<file path="src/rtl/issue_unit_pkg.sv">
// Shared definitions for the Tomasulo issue stage: opcodes, instruction
// field positions and the issue class of each opcode.
package issue_unit_pkg;

  localparam int INST_W     = 16;
  localparam int NUM_REGS   = 16;
  localparam int FIFO_DEPTH = 2;
  localparam int TAG_NONE   = 0;

  localparam int OP_MSB = 15;
  localparam int OP_LSB = 12;
  localparam int A_MSB  = 11;
  localparam int A_LSB  = 8;
  localparam int B_MSB  = 7;
  localparam int B_LSB  = 4;
  localparam int C_MSB  = 3;
  localparam int C_LSB  = 0;

  localparam logic [3:0] OP_ADD = 4'b0000;
  localparam logic [3:0] OP_SUB = 4'b0001;
  localparam logic [3:0] OP_SD  = 4'b0010;
  localparam logic [3:0] OP_LD  = 4'b0011;

  typedef enum logic [1:0] {
    CLS_ARS = 2'd0,
    CLS_MEM = 2'd1,
    CLS_ILL = 2'd2
  } cls_e;

  function automatic cls_e op_class(input logic [3:0] op);
    cls_e cls;
    case (op)
      OP_ADD, OP_SUB: cls = CLS_ARS;
      OP_SD, OP_LD:   cls = CLS_MEM;
      default:        cls = CLS_ILL;
    endcase
    return cls;
  endfunction

endpackage

</file>
<file path="src/rtl/issue_fifo.sv">
// Two-entry instruction buffer between the instruction queue and the issue
// logic, including the credit (disponivel) generation towards the queue.
module issue_fifo
  import issue_unit_pkg::*;
(
  input  logic              clock_i,
  input  logic              resetn_i,
  input  logic              push_i,
  input  logic [INST_W-1:0] data_i,
  input  logic              pop_i,
  output logic              head_valid_o,
  output logic [INST_W-1:0] head_o,
  output logic              disponivel_o
);

  localparam int CNT_W = $clog2(FIFO_DEPTH + 1);
  localparam int SUM_W = CNT_W + 1;
  localparam int PTR_W = $clog2(FIFO_DEPTH);

  logic [INST_W-1:0] mem_q [FIFO_DEPTH];
  logic [PTR_W-1:0]  rd_ptr_q, rd_ptr_d;
  logic [PTR_W-1:0]  wr_ptr_q, wr_ptr_d;
  logic [CNT_W-1:0]  count_q, count_d;
  logic              pending_q;
  logic              full_s, do_push_s, do_pop_s;

  assign full_s       = (count_q == CNT_W'(FIFO_DEPTH));
  assign head_valid_o = (count_q != CNT_W'(0));
  assign head_o       = mem_q[rd_ptr_q];
  assign do_push_s    = push_i && !full_s;
  assign do_pop_s     = pop_i && head_valid_o;

  // A credit granted last cycle may still turn into a push, so it counts as occupied.
  assign disponivel_o = resetn_i &&
                        ((SUM_W'(count_q) + SUM_W'(pending_q)) < SUM_W'(FIFO_DEPTH));

  always_comb begin
    wr_ptr_d = do_push_s ? (wr_ptr_q + PTR_W'(1)) : wr_ptr_q;
    rd_ptr_d = do_pop_s  ? (rd_ptr_q + PTR_W'(1)) : rd_ptr_q;
    case ({do_push_s, do_pop_s})
      2'b10:   count_d = count_q + CNT_W'(1);
      2'b01:   count_d = count_q - CNT_W'(1);
      default: count_d = count_q;
    endcase
  end

  always_ff @(posedge clock_i) begin
    if (!resetn_i) begin
      for (int i = 0; i < FIFO_DEPTH; i++) begin
        mem_q[i] <= '0;
      end
      rd_ptr_q  <= '0;
      wr_ptr_q  <= '0;
      count_q   <= '0;
      pending_q <= 1'b0;
    end else begin
      if (do_push_s) begin
        mem_q[wr_ptr_q] <= data_i;
      end
      rd_ptr_q  <= rd_ptr_d;
      wr_ptr_q  <= wr_ptr_d;
      count_q   <= count_d;
      pending_q <= disponivel_o;
    end
  end

  issue_fifo_chk u_chk (
    .clock_i  (clock_i),
    .resetn_i (resetn_i),
    .push_i   (push_i),
    .full_i   (full_s)
  );

endmodule

// Protocol checker: the queue must never deliver into a full buffer.
module issue_fifo_chk (
  input logic clock_i,
  input logic resetn_i,
  input logic push_i,
  input logic full_i
);

  a_no_overflow: assert property (@(posedge clock_i) disable iff (!resetn_i) !(push_i && full_i));

endmodule

</file>
<file path="src/rtl/issue_unit.sv">
// Tomasulo issue stage: in-order decode of the buffered head instruction,
// slot allocation, operand read/forward and register renaming.
module issue_unit
  import issue_unit_pkg::*;
#(
  parameter int NUM_ARS = 3,
  parameter int NUM_MEM = 3,
  parameter int DATA_W  = 16,
  parameter int TAG_W   = 3
) (
  input  logic                       clock,
  input  logic                       resetn,
  input  logic                       instOutEn,
  input  logic [15:0]                instOut,
  output logic                       disponivel,
  output logic [3:0]                 rf_addr_j,
  output logic [3:0]                 rf_addr_k,
  input  logic [DATA_W-1:0]          rf_data_j,
  input  logic [DATA_W-1:0]          rf_data_k,
  input  logic                       cdb_valid,
  input  logic [TAG_W-1:0]           cdb_tag,
  input  logic [DATA_W-1:0]          cdb_data,
  input  logic [NUM_ARS+NUM_MEM-1:0] slot_release,
  output logic                       disp_valid,
  output logic [3:0]                 disp_op,
  output logic [TAG_W-1:0]           disp_tag,
  output logic [DATA_W-1:0]          disp_vj,
  output logic [DATA_W-1:0]          disp_vk,
  output logic [TAG_W-1:0]           disp_qj,
  output logic [TAG_W-1:0]           disp_qk,
  output logic [3:0]                 disp_imm,
  output logic                       illegal_op
);

  localparam int NUM_SLOTS = NUM_ARS + NUM_MEM;
  localparam int IDX_W     = $clog2(NUM_SLOTS);
  localparam logic [TAG_W-1:0] TAG_0 = TAG_W'(TAG_NONE);

  logic              head_valid_s, head_pop_s;
  logic [INST_W-1:0] head_s;
  logic [3:0]        op_s, fa_s, fb_s, fc_s;
  cls_e              cls_s;
  logic              ars_free_s, mem_free_s, slot_ok_s, issue_s, ill_s;
  logic [IDX_W-1:0]  ars_idx_s, mem_idx_s, slot_idx_s;
  logic [TAG_W-1:0]  slot_tag_s, tag_j_s, tag_k_s, qj_s, qk_s;
  logic [DATA_W-1:0] vj_s, vk_s;

  logic [NUM_SLOTS-1:0] busy_q, busy_d;
  logic [TAG_W-1:0]     rtag_q [NUM_REGS];
  logic [TAG_W-1:0]     rtag_d [NUM_REGS];

  logic              disp_valid_q, disp_valid_d, illegal_q, illegal_d;
  logic [3:0]        op_q, op_d, imm_q, imm_d;
  logic [TAG_W-1:0]  tag_q, tag_d, qj_q, qj_d, qk_q, qk_d;
  logic [DATA_W-1:0] vj_q, vj_d, vk_q, vk_d;

  issue_fifo u_fifo (
    .clock_i      (clock),
    .resetn_i     (resetn),
    .push_i       (instOutEn),
    .data_i       (instOut),
    .pop_i        (head_pop_s),
    .head_valid_o (head_valid_s),
    .head_o       (head_s),
    .disponivel_o (disponivel)
  );

  assign op_s  = head_s[OP_MSB:OP_LSB];
  assign fa_s  = head_s[A_MSB:A_LSB];
  assign fb_s  = head_s[B_MSB:B_LSB];
  assign fc_s  = head_s[C_MSB:C_LSB];
  assign cls_s = op_class(op_s);

  // Downward scan so the lowest free index of each class wins.
  always_comb begin
    ars_free_s = 1'b0;
    ars_idx_s  = '0;
    mem_free_s = 1'b0;
    mem_idx_s  = '0;
    for (int i = NUM_ARS - 1; i >= 0; i--) begin
      ars_idx_s  = !busy_q[i] ? IDX_W'(i) : ars_idx_s;
      ars_free_s = ars_free_s | !busy_q[i];
    end
    for (int i = NUM_SLOTS - 1; i >= NUM_ARS; i--) begin
      mem_idx_s  = !busy_q[i] ? IDX_W'(i) : mem_idx_s;
      mem_free_s = mem_free_s | !busy_q[i];
    end
    case (cls_s)
      CLS_ARS: begin slot_ok_s = ars_free_s; slot_idx_s = ars_idx_s; end
      CLS_MEM: begin slot_ok_s = mem_free_s; slot_idx_s = mem_idx_s; end
      default: begin slot_ok_s = 1'b0;       slot_idx_s = '0;        end
    endcase
  end

  assign issue_s    = head_valid_s && slot_ok_s;
  assign ill_s      = head_valid_s && (cls_s == CLS_ILL);
  assign head_pop_s = issue_s || ill_s;
  assign slot_tag_s = TAG_W'(slot_idx_s) + TAG_W'(1);

  assign rf_addr_j = (cls_s == CLS_MEM) ? fc_s : fb_s;

  always_comb begin
    case (op_s)
      OP_ADD, OP_SUB: rf_addr_k = fc_s;
      OP_SD:          rf_addr_k = fa_s;
      default:        rf_addr_k = 4'd0;
    endcase
  end

  assign tag_j_s = rtag_q[rf_addr_j];
  assign tag_k_s = rtag_q[rf_addr_k];

  function automatic logic [TAG_W+DATA_W-1:0] resolve(
    input logic [TAG_W-1:0]  tag,
    input logic [DATA_W-1:0] rf_data,
    input logic              cv,
    input logic [TAG_W-1:0]  ctag,
    input logic [DATA_W-1:0] cdata
  );
    if (tag == TAG_0) begin
      return {TAG_0, rf_data};
    end else if (cv && (ctag == tag)) begin
      return {TAG_0, cdata};
    end else begin
      return {tag, DATA_W'(0)};
    end
  endfunction

  assign {qj_s, vj_s} = resolve(tag_j_s, rf_data_j, cdb_valid, cdb_tag, cdb_data);

  always_comb begin
    if (op_s == OP_LD) begin
      {qk_s, vk_s} = '0;
    end else begin
      {qk_s, vk_s} = resolve(tag_k_s, rf_data_k, cdb_valid, cdb_tag, cdb_data);
    end
  end

  assign busy_d = (busy_q & ~slot_release) |
                  (issue_s ? (NUM_SLOTS'(1) << slot_idx_s) : NUM_SLOTS'(0));

  // A rename of the destination overrides a CDB clear of the same register.
  always_comb begin
    for (int r = 0; r < NUM_REGS; r++) begin
      if (issue_s && (op_s != OP_SD) && (fa_s == 4'(r))) begin
        rtag_d[r] = slot_tag_s;
      end else if (cdb_valid && (rtag_q[r] == cdb_tag)) begin
        rtag_d[r] = TAG_0;
      end else begin
        rtag_d[r] = rtag_q[r];
      end
    end
  end

  always_comb begin
    disp_valid_d = issue_s;
    illegal_d    = ill_s;
    if (issue_s) begin
      op_d  = op_s;
      tag_d = slot_tag_s;
      vj_d  = vj_s;
      vk_d  = vk_s;
      qj_d  = qj_s;
      qk_d  = qk_s;
      imm_d = (cls_s == CLS_MEM) ? fb_s : 4'd0;
    end else begin
      op_d  = 4'd0;
      tag_d = TAG_0;
      vj_d  = '0;
      vk_d  = '0;
      qj_d  = TAG_0;
      qk_d  = TAG_0;
      imm_d = 4'd0;
    end
  end

  always_ff @(posedge clock) begin
    if (!resetn) begin
      busy_q       <= '0;
      for (int r = 0; r < NUM_REGS; r++) begin
        rtag_q[r] <= TAG_0;
      end
      disp_valid_q <= 1'b0;
      illegal_q    <= 1'b0;
      op_q         <= 4'd0;
      tag_q        <= TAG_0;
      vj_q         <= '0;
      vk_q         <= '0;
      qj_q         <= TAG_0;
      qk_q         <= TAG_0;
      imm_q        <= 4'd0;
    end else begin
      busy_q       <= busy_d;
      rtag_q       <= rtag_d;
      disp_valid_q <= disp_valid_d;
      illegal_q    <= illegal_d;
      op_q         <= op_d;
      tag_q        <= tag_d;
      vj_q         <= vj_d;
      vk_q         <= vk_d;
      qj_q         <= qj_d;
      qk_q         <= qk_d;
      imm_q        <= imm_d;
    end
  end

  assign disp_valid = disp_valid_q;
  assign illegal_op = illegal_q;
  assign disp_op    = op_q;
  assign disp_tag   = tag_q;
  assign disp_vj    = vj_q;
  assign disp_vk    = vk_q;
  assign disp_qj    = qj_q;
  assign disp_qk    = qk_q;
  assign disp_imm   = imm_q;

endmodule

</file>
<file path="config.mk">
export PLATFORM = sky130hd
export DESIGN_NAME = issue_unit
export DESIGN_NICKNAME = d
export VERILOG_FILES = /design/src/rtl/issue_unit_pkg.sv /design/src/rtl/issue_fifo.sv /design/src/rtl/issue_unit.sv
export SDC_FILE = /design/constraint.sdc
export NUM_CORES = 1
export LEC_CHECK = 0
export BUFFER_PORTS_ARGS = -buffer_cell sky130_fd_sc_hd__buf_2
export CORE_AREA = 2 2 135 137
export DETAILED_ROUTE_END_ITERATION = 8
export DIE_AREA = 0 0 137 139
export PLACE_DENSITY = 0.66
export SLEW_MARGIN = 20
export SYNTH_ARGS = -nofsm -noshare
export SYNTH_HDL_FRONTEND = slang
export SYNTH_SLANG_ARGS = --single-unit
export TNS_END_PERCENT = 10
</file>
<file path="constraint.sdc">
create_clock -name clock -period 4.4 [get_ports clock]
set_clock_uncertainty 0.2 [all_clocks]
set_input_delay 0.22 -clock clock [delete_from_list [all_inputs] [get_ports clock]]
set_output_delay 0.22 -clock clock [all_outputs]
set_load 0.05 [all_outputs]
</file>
# == Word-level counts from Yosys, hierarchy flattened ==
# Memory sizes are Yosys's and may differ from the RTL's. A register that Yosys moved wholly into a read port is not among the register bits.
# Index checks and enable logic that the tools add are counted.
# word_totals
reg_bits,110
ram_bits,32
output_inout_bits,60
n_memories,1
# mem_list
memory,depth,width,read_ports,rd_clocked_by_memory_dff,write_ports,line,source
u_fifo.mem_q,2,16,1,1,2,issue_fifo.sv:20,logic [INST_W-1:0] mem_q [FIFO_DEPTH];
# classes
n_addsub,6
n_lt_le_gt_ge,3
eq_ne,42
n_shift,1
mux,64
bitwise,11
n_reduce_logical,79
# ops
operator,count
two-way mux 3 bit,39
two-way mux 16 bit,5
equality test 3 bit,18
logical AND 1 bit,40
nonzero test 2 bit,18
"equality test 4 bit, second input constant",8
binary-select mux 3 bit (select 4 bit),2
"equality test 4 x 2 -> 1 bit, second input constant",4
"equality test 4 x 3 -> 1 bit, second input constant",4
OR reduction 16 bit,1
"greater-or-equal comparator 5 bit, second input constant",2
NOT 4 -> 5 bit,2
"equality test 4 x 1 -> 1 bit, second input constant",2
logical NOT 4 bit,2
two-way mux 1 bit,8
one-hot mux 2 bit (2 select lines),2
one-hot mux 4 bit (2 select lines),1
logical NOT 1 bit,7
AND 6 bit,1
"equality test 2 bit, second input constant",3
logical NOT 3 bit,2
two-way mux 2 bit,3
two-way mux 6 bit,1
NOT 6 bit,1
other kinds (23),30

# == Logic depth before layout (Yosys ltp) ==
# Gate-level depths: netlist of run 1.
# depth
word_depth,13
mapped_depth,15

# == Modules after synthesis ==
# Synthesis of run 1 repeated with hierarchy kept, for this count alone.
# hier_totals
cells_unflattened,853
hier_area_um2,7962.6
# modules_own_cells
module,instances,cells_per_inst,area_per_inst_um2,seq_area_each_um2
issue_unit,1,722,6284.8,2102.0
issue_fifo,1,131,1677.9,1081.0

# == Worst setup path before layout of run 1 ==
# Ideal clock, no wire load.
# synth_path
path_type,register to register
startpoint,reg (tool-made name)
endpoint,reg vk_q[10] (netlist: disp_vk[10])
arrival_ps,3557
required_time_ps,4132
setup_slack_ps,575
stages_incl_launch_ff,14
path_buffers,4
synth_period_minus_slack_ps,3825
path_cell_list,dfxtp_1 > buf_6 > buf_6 > mux2i_1 > nand2_1 > a21oi_1 > nor2_1 > a31oi_1 > nand4_1 > nor3_4 > and2_1 > buf_6 > buf_8 > o2bb2ai_2
# synth_lines
element,line,source
end signal: assignment,issue_unit.sv:200,vk_q <= vk_d;
end: declaration,issue_unit.sv:55,"logic [DATA_W-1:0] vj_q, vj_d, vk_q, vk_d;"

==> results of run 1 <==
-- synth_stat cells (4+ instances only) --
cell and n:
nand3b_1 16, a211oi_1 9, dfxtp_1 111, edfxtp_1 32
or2_2 32, and2_1 37, nand3_1 81, mux2i_1 14
a22o_1 15, mux2_2 13, nand4_1 19, nor2b_1 5
a21oi_1 68, nand2_1 50, clkbuf_1 21, buf_6 5
o2bb2ai_2 10, xnor2_1 56, o22ai_1 11, ha_1 6
a32o_1 4, o21ai_0 23, and3_1 12, inv_1 19
a221o_1 6, nor2_1 23, o31ai_1 4, buf_2 8
nand2b_1 7, mux4_2 6, o2bb2ai_1 5, nor3_1 14
-- per-stage QoR --
step,power [uW],cells,setup WS [ns],utilization,area (um2)
after floorplan,3124,821,0.5754,-,7807
after global placement,3641,1168,0.4550,0.4941,8725
after detailed placement,3647,1168,0.3718,0.4941,8725
after CTS,5111,1280,0.1142,0.5721,10100
after global routing,5362,1280,0.03291,0.5729,10120
final,5145,1280,0.1928,0.5729,10120
-- state kept, by name, summed over array words and instances, names as in the netlist, named ones only --
register	flops
rtag_q	48
u_fifo.mem_q	32
disp_vj	16
disp_vk	16
busy_q	6
disp_imm	4
disp_op	4
disp_qj	3
disp_qk	3
disp_tag	3
u_fifo.count_q	2
disp_valid	1
illegal_op	1
u_fifo.pending_q	1
u_fifo.rd_ptr_q	1
u_fifo.wr_ptr_q	1
-- layer usage --
metal | GRT usage | part of all wire | up-vias
li1 | - | - | 3451
met1 | 0.3026 | 0.42 | 3465
met2 | 0.4158 | 0.48 | 307
met3 | 0.04240 | 0.069 | 57
met4 | 0.1118 | 0.033 | 0
met5 | 0 | 0 | -
-- repair_timing --
item,in CTS,in global routing
endpoints found under the hold margin,70,0
gates resized for setup,0,2
endpoints found under the setup margin,0,9
hold buffers,80,0
-- cells in the final DEF (no fill, tap or decap), types with 19 or more instances in the layout --
master,netlist,layout
buf_2,8,136
dfxtp_1,111,110
nand3_1,81,81
dlygate4sd3_1,0,80
a21oi_1,68,68
xnor2_1,56,56
nand2_1,50,50
and2_1,37,37
or2_2,32,32
edfxtp_1,32,32
nor2_1,23,23
buf_4,2,22
o21ai_0,23,21
nand4_1,19,19
inv_1,19,19
-- layout make-up --
cell class                      instances  share of cell area
Sequential cell                       143              0.3150
Clock inverter                         12             0.01076
Inverter                               22            0.008163
Multi-Input combinational cell        616              0.4287
Tap cell                              229             0.02832
Clock buffer                           20             0.04626
Timing Repair Buffer                  238              0.1628
-- critical path, delay by kind of cell (launching register included) --
| kind | cells | cell delay, ns |
|---|---|---|
| AOI/OAI and AO/OA | 3 | 0.61 |
| xor gates and xnor gates | 1 | 0.27 |
| buffers and inverters | 4 | 1.38 |
| DFF | 1 | 0.54 |
| muxes | 1 | 0.34 |
| and+or+nand+nor | 4 | 0.79 |
-- power by group --
group	leakage (uW)	internal [uW]	switching (uW)
sequential	0.00124	1490	110
clock	0.000282	827	579
combinational	0.00235	742	1400
-- worst max path at each step --
| stage | start | endpoint | slack [ns] | cells past startpoint |
|---|---|---|---|---|
| after floorplan | flop | disp_vk[10]$_SDFF_PP0_ | 0.58 | 13 |
| after global placement | flop | disp_vj[2]$_SDFF_PN0_ | 0.46 | 10 |
| after detailed placement | flop | disp_vj[3]$_SDFF_PN0_ | 0.37 | 10 |
| after CTS | flop | disp_vk[3]$_SDFF_PP0_ | 0.11 | 12 |
| after global routing | flop | disp_vk[3]$_SDFF_PP0_ | 0.03 | 13 |
| final | flop | disp_vk[3]$_SDFF_PP0_ | 0.19 | 13 |
-- cells by family after synthesis --
group           Yosys count
compound gates          195
simple gates            319
flops                   143
mux                      36
other cells               1
buf+inv                  62
fa+ha+maj                 6
xor+xnor                 58
==> results.ini, run 1 <==
[outcome]
status = completed

[logic_synthesis]
netlist_instances = 820
synthArstFlopShare = 0
synth_warnings = 0
ys_ff_latch = 143
ys_seq_area_frac = 0.4079
synthMuxAreaShare = 0.06077
yosys.area_share.adder = 0.009620
avgSynthCellArea_um2 = 9.517
synth_flop_cell = dfxtp_1
synthXorXnorAreaFrac = 0.06510
synth_area_leaders = dfxtp_1 28%, edfxtp_1 12%, xnor2_1 6.3%, nand3_1 5.2%, a21oi_1 4.4%
synth-compound-area-share = 0.1861
synth-simple-area-share = 0.2317
synth_top_area_cell = dfxtp_1
netlist_area_um2 = 7804
ys_types = 87
synth_edf_count = 32
synth_top_family_by_area = simple AND/OR/NAND/NOR gates
synth_top_area_frac = 0.2848

[detailed_routing]
drt_first_pass_iters = 5
wirelength_mm = 23.93
drtIter0Drc = 545
wl_per_cell_um = 18.69
ant_nets = 0
drc_errors = 0
routed_via_density = 5.688
dr_total_vias = 7280

[clock_network]
post_cts_buffers = 0
cts_buffers = 17
clk_pin_slew_ns = 0.06
cts_sinks = 143
clock_latency_ns = 0.43
clock_path_buffers = 2
cts_tree = done
h-tree-depth = 4
clock_tree.root_cell = clkbuf_16

[cells_and_area]
fin_nets = 1121
ff_latch_area_um2 = 3187
area_delta_synth_final_pct = 29.63
diodes = 0
drive_above_1_share = 0.2645
multi_input_area_um2 = 4337
fill_cells = 1508

[grt]
grt_pass1_vias = 6952
grt_max_degree = 54
antenna_found_initial = 0
grt_first_pass_wirelength_mm = 36.09
grtUsageTotal = 0.2459
gr-total-overflow = 0

[worst_setup_path]
cp_slowest_cell = dlygate4sd3_1
worstSetupPathType = flop to flop
crit_fanout = 27
cp_cell_sequence = buf_4, nand2_1, o22a_1, nand2_2, buf_4, mux2_2, a22oi_1, nand4_1, xnor2_1, nand4_2, buf_4, o2bb2ai_1, dlygate4sd3_1
end_kind = flop
reg2reg_slack_ns = 0.19
reg2regPathDepth = 13
worstPathArrival_ns = 4.38
cp.required_ns = 4.57
crit_path_frequent_cell = buf_4
reg2reg_to = disp_vk[3]$_SDFF_PP0_
max_stage_delay_ns = 0.57
start_kind = flop

[placed_design]
io_buffer_count = 136
dp_hpwl_mm = 16.64
place_congestion = 0.9543

[die]
fp-row-count = 49
io_pins = 137
start_util = 0.4420
dieArea_um2 = 19040
die_w_um = 137
core-area_um2 = 17660
dieHeight_um = 139

[flow_run]
maxCapViolations = 0

[timing]
tns_ns = 0
slew_headroom = 0.4079
max_clock_freq_mhz = 237.7
rsz0062_at_grt = false
slew_viol_final = 0
period_share = 0.9562
worstMarginPinSlew_ns = 0.8881
hold_slack_ns = 0.03594
hold_viol = 0
timing.final.crit_period_ns = 4.207
setup_viol_count_final = 0

[min_path]
hold_path.class = input pin to flop
hold_path.startpoint = resetn
hold_end = busy_q[0]$_SDFF_PN0_
hold_depth = 2

[pwr]
irDropWorstVdd_mv = 0.3980
p_per_area_nw_per_um2 = 508.6
p_leak_uw = 0.003870

Power figures use the tool's default switching activity.
==> inputs of run 2 (changes only) <==
--- a/config.mk
+++ b/config.mk
@@ -5,13 +5,16 @@
 export SDC_FILE = /design/constraint.sdc
 export NUM_CORES = 1
 export LEC_CHECK = 0
+export ABC_AREA = 0
 export BUFFER_PORTS_ARGS = -buffer_cell sky130_fd_sc_hd__buf_2
-export CORE_AREA = 2 2 135 137
+export CORE_AREA = 2 2 137 139
+export CTS_CLUSTER_DIAMETER = 100
 export DETAILED_ROUTE_END_ITERATION = 8
-export DIE_AREA = 0 0 137 139
-export PLACE_DENSITY = 0.66
+export DIE_AREA = 0 0 139 141
+export PLACE_DENSITY = 0.65
 export SLEW_MARGIN = 20
 export SYNTH_ARGS = -nofsm -noshare
 export SYNTH_HDL_FRONTEND = slang
+export SYNTH_HIERARCHICAL = 1
 export SYNTH_SLANG_ARGS = --single-unit
 export TNS_END_PERCENT = 10
==> run 2 against run 1 <==
  * Flip-flop and latch count unchanged
  * Core utilization down 1.8 points
  * Non-clock buffer count down 11
  * Clock-buffer cell count unchanged
  * Setup slack better by 0.043 ns
  * Synthesized area up 2.0%
  * Highest routed layer unchanged
==> results.ini, run 2 <==
[outcome]
status = completed

[logic_synthesis]
synth_edf_count = 32
synth_area_leaders = dfxtp_1 28%, edfxtp_1 12%, xnor2_1 6.2%, mux4_2 3.7%, nor2b_1 3.6%
avgSynthCellArea_um2 = 9.335
synth_common_cells = 111 x dfxtp_1, 67 x nor2_1, 63 x nand2_1
ys_seq_area_frac = 0.3997
netlist_area_um2 = 7963
ys_ff_latch = 143
ys_types = 68
synth_top_area_cell = dfxtp_1
synth_flop_cell = dfxtp_1
synth_top_area_frac = 0.2791
synth_warnings = 6
netlist_instances = 853
synthArstFlopShare = 0
yosysMostFrequentCell = dfxtp_1

[die]
dieArea_um2 = 19600
io_pins = 137
die_w_um = 139
fp-row-count = 50
core-area_um2 = 18270
start_util = 0.4359
dieHeight_um = 141

[detailed_routing]
dr_total_vias = 7340
wirelength_mm = 25.19
drtIter0Drc = 633
drc_errors = 0
wl_per_cell_um = 19.59
ant_nets = 0
drt_first_pass_iters = 8
routed_via_density = 5.708

[cells_and_area]
fin_nets = 1122
fin_cells = 1286
top_regs = rtag_q (48), u_fifo/mem_q (32)
layout_common_cells = 136 x buf_2, 111 x dfxtp_1, 71 x dlygate4sd3_1, 66 x nor2_1, 63 x nand2_1
diodes = 0
fin_area_um2 = 10140
area_delta_synth_final_pct = 27.29
layout_commonest_cell = buf_2
drive_above_1_share = 0.2300
largest_reg_flops = 48
utilization = 0.5549
fill_cells = 1604
regMostFlops = rtag_q

[timing]
rsz0062_at_grt = false
max_clock_freq_mhz = 240.2
slew_viol_final = 0
hold_viol = 0
layout_setup_ws_ns = 0.2362
period_share = 0.9463
timing.final.crit_period_ns = 4.164
setup_viol_count_final = 0
slew_headroom = 0.4477
tns_ns = 0
worstMarginPinSlew_ns = 0.8209

[worst_setup_path]
cp.required_ns = 4.52
crit_fanout = 19
cp_cell_sequence = buf_4, mux2_2, nand3b_1, a21oi_2, mux2i_1, o22ai_1, or3_1, xnor2_1, nand4_1, buf_4, o31ai_1
worstSetupPathType = flop to flop
crit_path_frequent_cell = buf_4
cp_slowest_cell = a21oi_2
max_stage_delay_ns = 0.53
crit_family = compound AO/OA/AOI/OAI gates
start_kind = flop
end_kind = flop
worstPathArrival_ns = 4.28
crit_buf_inv = 2

[clock_network]
post_cts_buffers = 0
clock_tree.root_cell = clkbuf_16
clock_path_buffers = 2
cts_tree = done
cts_buffers = 17
clk_pin_slew_ns = 0.06
cts_sinks = 143
clock_latency_ns = 0.43
h-tree-depth = 4

[pwr]
irDropWorstVdd_mv = 0.2843
p_leak_uw = 0.003908
clockPowerShare = 0.277
p_per_area_nw_per_um2 = 520.3
internal-power_uw = 3081
power_frac_seq = 0.297
switching_power_uw = 2193
p_sw_frac = 0.4158
comb_power_share = 0.425

[grt]
grt_first_pass_wirelength_mm = 39.79
grt_pass1_vias = 7238
grtUsageTotal = 0.2597
antenna_found_initial = 0
grt_max_degree = 82
gr-total-overflow = 0

[placed_design]
dp_hpwl_mm = 17.13
dp_cells = 1183
dpl_cell_area_um2 = 8818
io_buffer_count = 136
place_ws_ns = 0.02650
place_congestion = 0.9455

[min_path]
hold_path.class = flop to flop

[flow_run]
maxCapViolations = 0

==> run 2: area by class of cell <==
cell class	count	area (um2)	share of cell area
repair buffers	227	1541	0.1521
clock inverters	12	131.4	0.01296
inverters	23	86.33	0.008517
well taps	234	292.8	0.02889
clock buffers	20	467.9	0.04617
multi-input cells	627	4433	0.4374
flip-flops and latches	143	3183	0.3140
==> run 2: power groups by stage <==
stage	clock network, uW	logic (uW)	registers, uW
floorplan	0	1410	1770
global placement	0	2150	1590
detailed placement	0	2160	1600
CTS	1480	2220	1570
global route	1540	2390	1580
finish	1460	2240	1570
==> run 2: worst reg2reg max path, delay by kind of cell, from the launching register on <==
family                    cells  cell delay (ns)
DFF                           1             0.49
xor gates and xnor gates      1             0.16
buffers and inverters         2             0.51
AOI/OAI and AO/OA             3             0.99
and+or+nand+nor               3             0.93
muxes                         2             0.76
==> run 2: what timing repair did <==
action                                  4_1_cts  5_1_grt
resized for setup                             0        5
endpoints found under the hold margin        71        0
hold buffers                                 71        0
endpoints found under the setup margin        0       19
==> run 2: metal layers <==
layer | GRT usage | vias to the layer above | share of wire
li1 | - | 3460 | -
met1 | 0.3275 | 3480 | 0.42
met3 | 0.05639 | 58 | 0.082
met5 | 0 | - | 0
met2 | 0.4322 | 342 | 0.46
met4 | 0.1116 | 0 | 0.036
==> run 2: kinds of logic after synthesis <==
| logic type | after synthesis | share of synthesized area |
|---|---|---|
| DFF | 143 | 0.3997 |
| xor gates and xnor gates | 57 | 0.06270 |
| muxes | 56 | 0.1023 |
| adders and majority gates | 6 | 0.009428 |
| and+or+nand+nor | 328 | 0.2189 |
| other | 1 | 0.0004709 |
| AOI/OAI and AO/OA | 178 | 0.1593 |
| buffers and inverters | 84 | 0.04714 |
==> run 2: path summary, 6_finish.rpt <==
| path | from | end | slack [ns] | cells past startpoint |
|---|---|---|---|---|
| worst max-delay path | flop | disp_vk[5]$_SDFF_PP0_ | 0.24 | 11 |
| worst min-delay path | u_fifo/pending_q$_SDFF_PN0_ | u_fifo/pending_q$_SDFF_PN0_ | 0.26 | 1 |
| worst max register to register | flop | disp_vk[5]$_SDFF_PP0_ | 0.24 | 11 |
| worst min register to register | u_fifo/pending_q$_SDFF_PN0_ | u_fifo/pending_q$_SDFF_PN0_ | 0.26 | 1 |
==> run 2: per-stage QoR <==
step           total power [uW]  hold slack (ns)
6_report                   5273           0.2622
5_1_grt                    5518           0.2893
4_1_cts                    5264           0.2342
3_5_place_dp               3755           0.2260
3_3_place_gp               3745           0.2194
2_1_floorplan              3178           0.1458
==> inputs of run 3 (changes only) <==
--- a/config.mk
+++ b/config.mk
@@ -7,11 +7,11 @@
 export LEC_CHECK = 0
 export ABC_AREA = 0
 export BUFFER_PORTS_ARGS = -buffer_cell sky130_fd_sc_hd__buf_2
-export CORE_AREA = 2 2 137 139
+export CORE_AREA = 2 2 128 130
 export CTS_CLUSTER_DIAMETER = 100
 export DETAILED_ROUTE_END_ITERATION = 8
-export DIE_AREA = 0 0 139 141
-export PLACE_DENSITY = 0.65
+export DIE_AREA = 0 0 130 132
+export PLACE_DENSITY = 0.76
 export SLEW_MARGIN = 20
 export SYNTH_ARGS = -nofsm -noshare
 export SYNTH_HDL_FRONTEND = slang
==> constraint.sdc (replaced) <==
create_clock -name clock -period 3.4 [get_ports clock]
set_clock_uncertainty 0.2 [all_clocks]
set_input_delay 0.17 -clock clock [delete_from_list [all_inputs] [get_ports clock]]
set_output_delay 0.17 -clock clock [all_outputs]
set_load 0.05 [all_outputs]
==> run 3 against run 2 <==
  * Cell count up 4.4%
  * Largest power group unchanged
  * The flow now finishes with violations (setup timing)
  * Total power up 53%
  * Critical path type unchanged
  * Critical path depth up 2
  * Clock-buffer cell count up 4
==> results.ini, run 3 (synthesis results as in run 2) <==
[placed_design]
io_buffer_count = 136
dp_hpwl_mm = 17.63
dpl_cell_area_um2 = 9405
place_congestion = 1.014
dp_cells = 1224

[flow_run]
maxCapViolations = 0

[cells_and_area]
area_delta_synth_final_pct = 40.23
layout_commonest_cell = buf_2
drive_above_1_share = 0.3206
fin_cells = 1342
utilization = 0.7106
diodes = 0
regMostFlops = rtag_q
fin_nets = 1196
top_regs = rtag_q (48), u_fifo/mem_q (32)
fill_cells = 1051
largest_reg_flops = 48
layout_common_cells = 137 x buf_2, 110 x dfxtp_1, 74 x buf_4, 71 x dlygate4sd3_1, 65 x nor2_1
fin_area_um2 = 11170

[clock_network]
cts_sinks = 143
clk_pin_slew_ns = 0.06
cts_tree = done
cts_buffers = 17
h-tree-depth = 4
clock_tree.root_cell = clkbuf_16
clock_latency_ns = 0.43
clock_path_buffers = 2

[detailed_routing]
routedLengthMet1_mm = 10.85
wl_per_cell_um = 21.18
drtIter0Drc = 760
drc_errors = 0
wirelength_mm = 28.42
drt_first_pass_iters = 5
routed_via_density = 6.032
wl_met2_mm = 13.39
dr_total_vias = 8095
top_layer = met4
ant_nets = 0
wl_met3_mm = 2.935

[die]
core-area_um2 = 15710
io_pins = 137
fp-row-count = 46
dieArea_um2 = 17160
dieHeight_um = 132
die_w_um = 130
start_util = 0.5068

[timing]
slew_viol_final = 0
tns_ns = -7.930
slew_headroom = 0.5009
period_share = 1.093
worstMarginPinSlew_ns = 0.7469
max_clock_freq_mhz = 269.1
rsz0062_at_grt = true
hold_slack_ns = 0.2365
setup_viol_count_final = 38
hold_viol = 0
timing.final.crit_period_ns = 3.717
layout_setup_ws_ns = -0.3167

[worst_setup_path]
worstSetupPathType = flop to flop
reg2regPathDepth = 13
end_kind = flop
crit_path_frequent_cell = buf_4
cp_cell_sequence = buf_4, buf_8, mux2_4, nor4b_2, buf_4, a211oi_1, a211oi_2, o311ai_2, a41o_1, xnor2_1, nand4_1, buf_2, o31ai_2
worstPathArrival_ns = 3.85
max_stage_delay_ns = 0.42
crit_fanout = 15
reg2reg_slack_ns = -0.32
crit_family = compound AO/OA/AOI/OAI gates
cp.required_ns = 3.54
cp_slowest_cell = mux2_4
reg2reg_to = disp_vk[12]$_SDFF_PP0_
crit_buf_inv = 4
start_kind = flop

[grt]
grt_max_degree = 82
grt_pass1_vias = 7821
antenna_found_initial = 0
grt_first_pass_wirelength_mm = 41.44
gr-total-overflow = 0
grtUsageTotal = 0.3112

[min_path]
hold_path.class = flop to flop
hold_depth = 1
hold_end = u_fifo/pending_q$_SDFF_PN0_
hold_path.startpoint = u_fifo/pending_q$_SDFF_PN0_

[pwr]
p_leak_uw = 0.004376
p_per_area_nw_per_um2 = 720.6
irDropWorstVdd_mv = 0.3772

[outcome]
violations = setup timing
status = complete, but fails checks

run 3: cell count changes in the layout (fill, tap and decap cells not counted), sizes merged:
cell	before	now
buf	156	229
clkbuf	20	25
clkinv	6	2
run 3: final cells by class:
type	instances	area, um2	area share
multi-input combinational	627	4740	0.4245
sequential	143	3187	0.2854
timing repair buffer	301	2231	0.1998
clock buffer	24	534.3	0.04785
tap	216	270.3	0.02420
clock inverter	8	113.9	0.01020
inverter	23	90.09	0.008068
run 3: worst max path at each step:
stage / endpoint / slack (ns) / cells past startpoint
2_1_floorplan: disp_vj[10]$_SDFF_PN0_ / -0.54 / 16
3_3_place_gp: disp_vj[7]$_SDFF_PN0_ / -0.42 / 10
3_5_place_dp: disp_vj[2]$_SDFF_PN0_ / -0.52 / 10
4_1_cts: disp_vj[6]$_SDFF_PN0_ / -0.16 / 11
5_1_grt: disp_vk[9]$_SDFF_PP0_ / -0.44 / 13
6_report: disp_vk[12]$_SDFF_PP0_ / -0.32 / 13
run 3: power by group:
part           switching (uW)  total [uW]  internal (uW)
Clock                     767        2030           1260
Sequential                107        2040           1930
Combinational            2380        3980           1600
run 3: repair_timing:
action,CTS,global route
gates cloned,0,3
hold buffers,71,0
setup buffers,4,8
gates resized for setup,20,36
endpoints found under the hold margin,71,0
endpoints found under the setup margin,38,38
pin swaps,9,7
run 3: worst register-to-register path: cells and delay by family, from the launching register on:
family	cells	cell delay, ns
and+or+nand+nor	2	0.46
buffers and inverters	4	0.74
DFF	1	0.36
muxes	1	0.42
AOI/OAI and AO/OA	5	1.28
xor gates and xnor gates	1	0.16
run 3: through the flow:
step	total power, uW	worst slack [ns]
after floorplan	4276	-0.5443
after global placement	5398	-0.4171
after detailed placement	5436	-0.5157
after CTS	7628	-0.1577
after global routing	8368	-0.4357
final	8046	-0.3167
run 3: layer usage:
| layer | vias up | track usage |
|---|---|---|
| met4 | 0 | 0.1625 |
| met5 | - | 0 |
| met1 | 3856 | 0.3823 |
| li1 | 3616 | - |
| met3 | 104 | 0.07711 |
| met2 | 519 | 0.5023 |
